### config.mk
export PLATFORM = sky130hd
export DESIGN_NAME = ex_mem_buf
export DESIGN_NICKNAME = d
export VERILOG_FILES = /design/src/rtl/ex_mem_buf.sv
export SDC_FILE = /design/constraint.sdc
export NUM_CORES = 1
export LEC_CHECK = 0
export BUFFER_PORTS_ARGS = -buffer_cell sky130_fd_sc_hd__buf_4
export CORE_MARGIN = 4
export CORE_UTILIZATION = 55
export CTS_BUF_LIST = sky130_fd_sc_hd__clkbuf_8
export DETAILED_ROUTE_END_ITERATION = 16
export HOLD_SLACK_MARGIN = 0.05
export PLACE_DENSITY = 0.81
export SETUP_SLACK_MARGIN = 0.15
export SYNTH_ARGS = -nofsm -noshare
export SYNTH_HDL_FRONTEND = slang
export SYNTH_SLANG_ARGS = --single-unit
### constraint.sdc
create_clock -name clk -period 9.95 [get_ports clk]
set_input_delay 0.4975 -clock clk [delete_from_list [all_inputs] [get_ports clk]]
set_output_delay 0.4975 -clock clk [all_outputs]
set_load 0.01 [all_outputs]
### src/rtl/ex_mem_buf.sv
// ex_mem_buf: registered EX->MEM pipeline stage built as a 2-entry skid FIFO.
// Holds the write-back triple {waddr, we, wdata} under a valid/ready handshake.
// ready_o is a register, so a MEM stall never makes a combinational path into EX.
// Optional macro EX_MEM_FWD_EN adds a combinational forwarding lookup for decode.
module ex_mem_buf #(
  parameter int DATA_W = 32,
  parameter int ADDR_W = 5
) (
  input  logic              clk,
  input  logic              rst,
  input  logic [ADDR_W-1:0] waddr_i,
  input  logic              we_i,
  input  logic [DATA_W-1:0] wdata_i,
  input  logic              valid_i,
  output logic              ready_o,
  input  logic              flush_i,
  output logic [ADDR_W-1:0] waddr_o,
  output logic              we_o,
  output logic [DATA_W-1:0] wdata_o,
  output logic              valid_o,
  input  logic              ready_i
`ifdef EX_MEM_FWD_EN
  ,
  input  logic [ADDR_W-1:0] fwd_raddr_i,
  output logic              fwd_hit_o,
  output logic [DATA_W-1:0] fwd_wdata_o
`endif
);

  // Occupancy and ring pointers
  logic [1:0]        r_count;
  logic              r_head;
  logic              r_tail;
  logic              r_ready;
  logic [1:0]        w_count_next;

  // Entry storage
  logic [ADDR_W-1:0] r_waddr [2];
  logic              r_we    [2];
  logic [DATA_W-1:0] r_wdata [2];

  logic w_valid;
  logic w_push;
  logic w_pop;

  assign w_valid = (r_count != 2'd0);
  assign w_push  = valid_i && r_ready;
  assign w_pop   = w_valid && ready_i;

  // Next occupancy from the push/pop pair
  always_comb begin
    w_count_next = r_count;
    case ({w_push, w_pop})
      2'b10:   w_count_next = r_count + 2'd1;
      2'b01:   w_count_next = r_count - 2'd1;
      default: w_count_next = r_count;
    endcase
  end

  // Control state: reset beats flush, flush beats any push/pop this cycle
  always_ff @(posedge clk) begin
    if (rst || flush_i) begin
      r_count <= 2'd0;
      r_head  <= 1'b0;
      r_tail  <= 1'b0;
      r_ready <= 1'b1;
    end else begin
      r_count <= w_count_next;
      r_head  <= r_head ^ w_pop;
      r_tail  <= r_tail ^ w_push;
      // ready_o is precomputed so it only reflects stored state
      r_ready <= (w_count_next != 2'd2);
    end
  end

  generate
    for (genvar gi = 0; gi < 2; gi++) begin : g_entry
      // Entry gi is written when it is the tail slot of an accepted push
      always_ff @(posedge clk) begin
        if (rst) begin
          r_waddr[gi] <= '0;
          r_we[gi]    <= 1'b0;
          r_wdata[gi] <= '0;
        end else if (!flush_i && w_push && (r_tail == 1'(gi))) begin
          r_waddr[gi] <= waddr_i;
          r_we[gi]    <= we_i;
          r_wdata[gi] <= wdata_i;
        end
      end
    end
  endgenerate

  // Head outputs are gated to zero when empty rather than showing stale data
  assign ready_o = r_ready;
  assign valid_o = w_valid;
  assign waddr_o = w_valid ? r_waddr[r_head] : '0;
  assign we_o    = w_valid ? r_we[r_head]    : 1'b0;
  assign wdata_o = w_valid ? r_wdata[r_head] : '0;

`ifdef EX_MEM_FWD_EN
  logic [1:0] w_match;
  logic       w_young;

  // The most recently written slot sits just behind the tail pointer
  assign w_young = ~r_tail;

  generate
    for (genvar gi = 0; gi < 2; gi++) begin : g_fwd
      logic w_live;
      // Slot is live when the FIFO is full, or it is the head of a 1-deep FIFO
      assign w_live = (r_count == 2'd2) || ((r_count == 2'd1) && (r_head == 1'(gi)));
      assign w_match[gi] = w_live && r_we[gi] && (r_waddr[gi] == fwd_raddr_i)
                           && (fwd_raddr_i != '0);
    end
  endgenerate

  // Younger match takes precedence over the older head entry
  always_comb begin
    fwd_hit_o   = 1'b0;
    fwd_wdata_o = '0;
    if (w_match[w_young]) begin
      fwd_hit_o   = 1'b1;
      fwd_wdata_o = r_wdata[w_young];
    end else if (w_match[~w_young]) begin
      fwd_hit_o   = 1'b1;
      fwd_wdata_o = r_wdata[~w_young];
    end
  end
`endif

endmodule

==> impl_metrics.json <==
{
  "status": "completed",
  "grt_use_total_pct": 18.3,
  "p_int_w": 0.000568,
  "crit_fanout": 28,
  "diodes": 0,
  "drtIter0Drc": 111,
  "vias_per_cell": 5.17,
  "final_nets": 404,
  "swShare_pct": 20.8,
  "first_global_vias": 2414,
  "clock_skew_ns": 0.00571,
  "worstHoldEndpoint": "r_head$_SDFF_PP0_",
  "crit_arrival_ns": 1.91,
  "final_cell_mix": "87 x buf_4, 76 x and2_1, 76 x edfxtp_1, 39 x nor2_1, 38 x mux2i_1",
  "wl_per_cell_um": 15.8,
  "place_area_sq_um": 4370,
  "timing.rr.end": "ready_o$_SDFF_PP1_",
  "hold_viol": 0,
  "synth_edf_count": 76,
  "drive_above_1_share_pct": 29.0,
  "ys_seq_elements": 81,
  "syn_area_sq_um": 3690,
  "p_seq_share_pct": 55.5,
  "tritoncts": "yes",
  "grt_overflow": 0,
  "worstSetupPathType": "reg -> out",
  "async_flop_share_pct": 0,
  "drv_cap": 0,
  "slew_headroom_pct": 41.4,
  "synthCells": 280,
  "cts_resized": 0,
  "io_pins": 83,
  "leakagePower_nw": 1.81,
  "cts_max_level": 3,
  "holdBufCountCts": 0,
  "fin_crit_ns": 2.41,
  "endpoint_kind": "output port",
  "slew_violations": 0,
  "clkTransAtPathRegs_ns": 0.07,
  "io_buffer_count": 82,
  "ir_worst_vdd_v": 0.000123,
  "finalSetupViolCount": 0,
  "power_density_nw_per_um2": 156,
  "finalCritPeriodShare_pct": 24.2,
  "synthMuxAreaShare_pct": 10.3,
  "wl_um": 6970,
  "comb_power_share_pct": 9.2,
  "post-place-ws_ns": 7.87,
  "fin_tns_setup_ns": 0,
  "synth-simple-area-share_pct": 19.1,
  "die_x_um": 89.9,
  "synth_cell_types": 26,
  "synth_xor_area_share_pct": 0.713,
  "grt_max_degree": 40,
  "initial_core_util_pct": 57.4,
  "synth_compound_area_share_pct": 1.15,
  "place.detailed.hpwl_um": 4570,
  "area_growth_pct": 24.4,
  "maxClockFrequency_mhz": 416,
  "cts.sinks": 81,
  "critPathRequiredTime_ns": 9.45,
  "rsz0062_at_grt": "false",
  "synth_area_per_cell_sq_um": 13.2,
  "cts_root_buf": "clkbuf_8",
  "min_delay_path_depth": 2,
  "core-area_sq_um": 6420,
  "p_switching_w": 0.000149,
  "hold_start": "rst",
  "start_kind": "register",
  "clk_latency_ns": 0.34,
  "syn_nets": 324,
  "synth_top_family_by_area": "simple AND/OR/NAND/NOR gates",
  "gp_congestion": 0.678,
  "layout_commonest_cell": "buf_4",
  "timing.rr.start": "ready_o$_SDFF_PP1_",
  "nFillCells": 469,
  "synthFlopType": "edfxtp_1",
  "max-clock-path-buffers": 2,
  "detail-route-antenna-nets": 0,
  "dr.pass1.iters": 4,
  "grt_pass1_wl_um": 11700,
  "row_count": 29,
  "ys_seq_area_share_pct": 64.6,
  "min_path_type": "in -> reg",
  "setup_slack_ns": 7.54,
  "post_cts_buffers": 0,
  "die_h_um": 89.9,
  "instances_no_fill": 442,
  "drcViolationCount": 0,
  "hold_slack_ns": 0.407,
  "antenna_found_initial": 0,
  "ys_warn_count": 0,
  "tightest_slew_ns": 0.876,
  "place_inst": 426,
  "pwr-share-clk_pct": 35.2,
  "cts_buffers": 9,
  "r2r_slack_ns": 8.12,
  "dieArea_sq_um": 8080,
  "synthAdderAreaFrac_pct": 0.339,
  "final_area_sq_um": 4590,
  "vias": 2284,
  "reg2reg_depth": 5
}
-- worst max-delay path, stage by stage, from the launching register on --
cell	delay (ns)
dfxtp_2	0.54
buf_4	0.49
mux2i_1	0.28
nor2_1	0.06
buf_4	0.18
-- layout make-up --
cell class	instances	area, sq um	area share [%]
Clock inverter	6	76.3	1.66
Inverter	5	18.8	0.409
Timing Repair Buffer	87	653	14.2
Multi-Input combinational cell	176	1220	26.6
Sequential cell	81	2380	52.0
Clock buffer	10	138	3.00
Tap cell	77	96.3	2.10
-- cell usage after synthesis (2+ instances only) --
| cell | n | area share, % |
|---|---|---|
| buf_2 | 4 | 0.54 |
| and2_1 | 76 | 13 |
| edfxtp_1 | 76 | 62 |
| nor2_1 | 40 | 4.1 |
| clkbuf_1 | 5 | 0.51 |
| mux2i_1 | 38 | 10 |
| nor4_2 | 2 | 0.68 |
| buf_4 | 4 | 0.81 |
| xnor2_1 | 2 | 0.48 |
| nor3_1 | 2 | 0.27 |
| buf_6 | 4 | 1.2 |
| o31ai_1 | 2 | 0.41 |
| o21ai_0 | 3 | 0.41 |
| nand2_1 | 2 | 0.20 |
| inv_1 | 5 | 0.51 |
| dfxtp_1 | 5 | 2.7 |
-- per-layer routing --
layer  up-vias  GRT usage (%)  wire length [um]
met5         -              0                 0
met4         0           6.12                90
met3        10           5.09               376
met2        62           33.4              3810
met1      1093           20.6              2690
li1       1119              -                 -
-- state kept, by name, indices dropped and copies added, names as in the netlist --
| signal | cells |
|---|---|
| r_wdata | 64 |
| r_waddr | 10 |
| r_count | 2 |
| r_we | 2 |
| r_head | 1 |
| r_tail | 1 |
| ready_o | 1 |
-- cells by family (layout without fill, tap and decap cells) --
group                    count (synthesis)  count (layout)
multiplexers                            38              38
XOR/XNOR                                 3               3
AO/OA/AOI/OAI                            7               7
flip-flops                              81              81
AND/OR/NAND/NOR                        127             127
buffers and inverters                   23             108
adder cells (fa/ha/maj)                  1               1
-- power by group through the flow --
stage	clock [W]	sequential (W)	combinational, W
2_1_floorplan	0	0.000404	0.0000349
3_3_place_gp	0	0.000405	0.0000654
3_5_place_dp	0	0.000406	0.0000673
4_1_cts	0.000257	0.000398	0.0000676
5_1_grt	0.000273	0.000400	0.0000734
6_report	0.000253	0.000398	0.0000661
-- worst max path at each step --
stage	from	to	slack, ns
2_1_floorplan	valid_i	r_waddr[0][0]$_SDFFCE_PN0P_	5.93
3_5_place_dp	r_head$_SDFF_PP0_	wdata_o[28]	7.87
3_3_place_gp	valid_i	ready_o$_SDFF_PP1_	7.90
5_1_grt	r_head$_SDFF_PP0_	wdata_o[22]	7.40
6_report	r_head$_SDFF_PP0_	wdata_o[28]	7.54
4_1_cts	r_head$_SDFF_PP0_	wdata_o[28]	7.50
-- through the flow --
step / utilization, % / power [W]
2_1_floorplan: - / 0.000439
3_3_place_gp: 68.1 / 0.000470
3_5_place_dp: 68.1 / 0.000473
4_1_cts: 71.4 / 0.000723
5_1_grt: 71.4 / 0.000746
6_report: 71.4 / 0.000717
(Power assumes the default switching activity.)
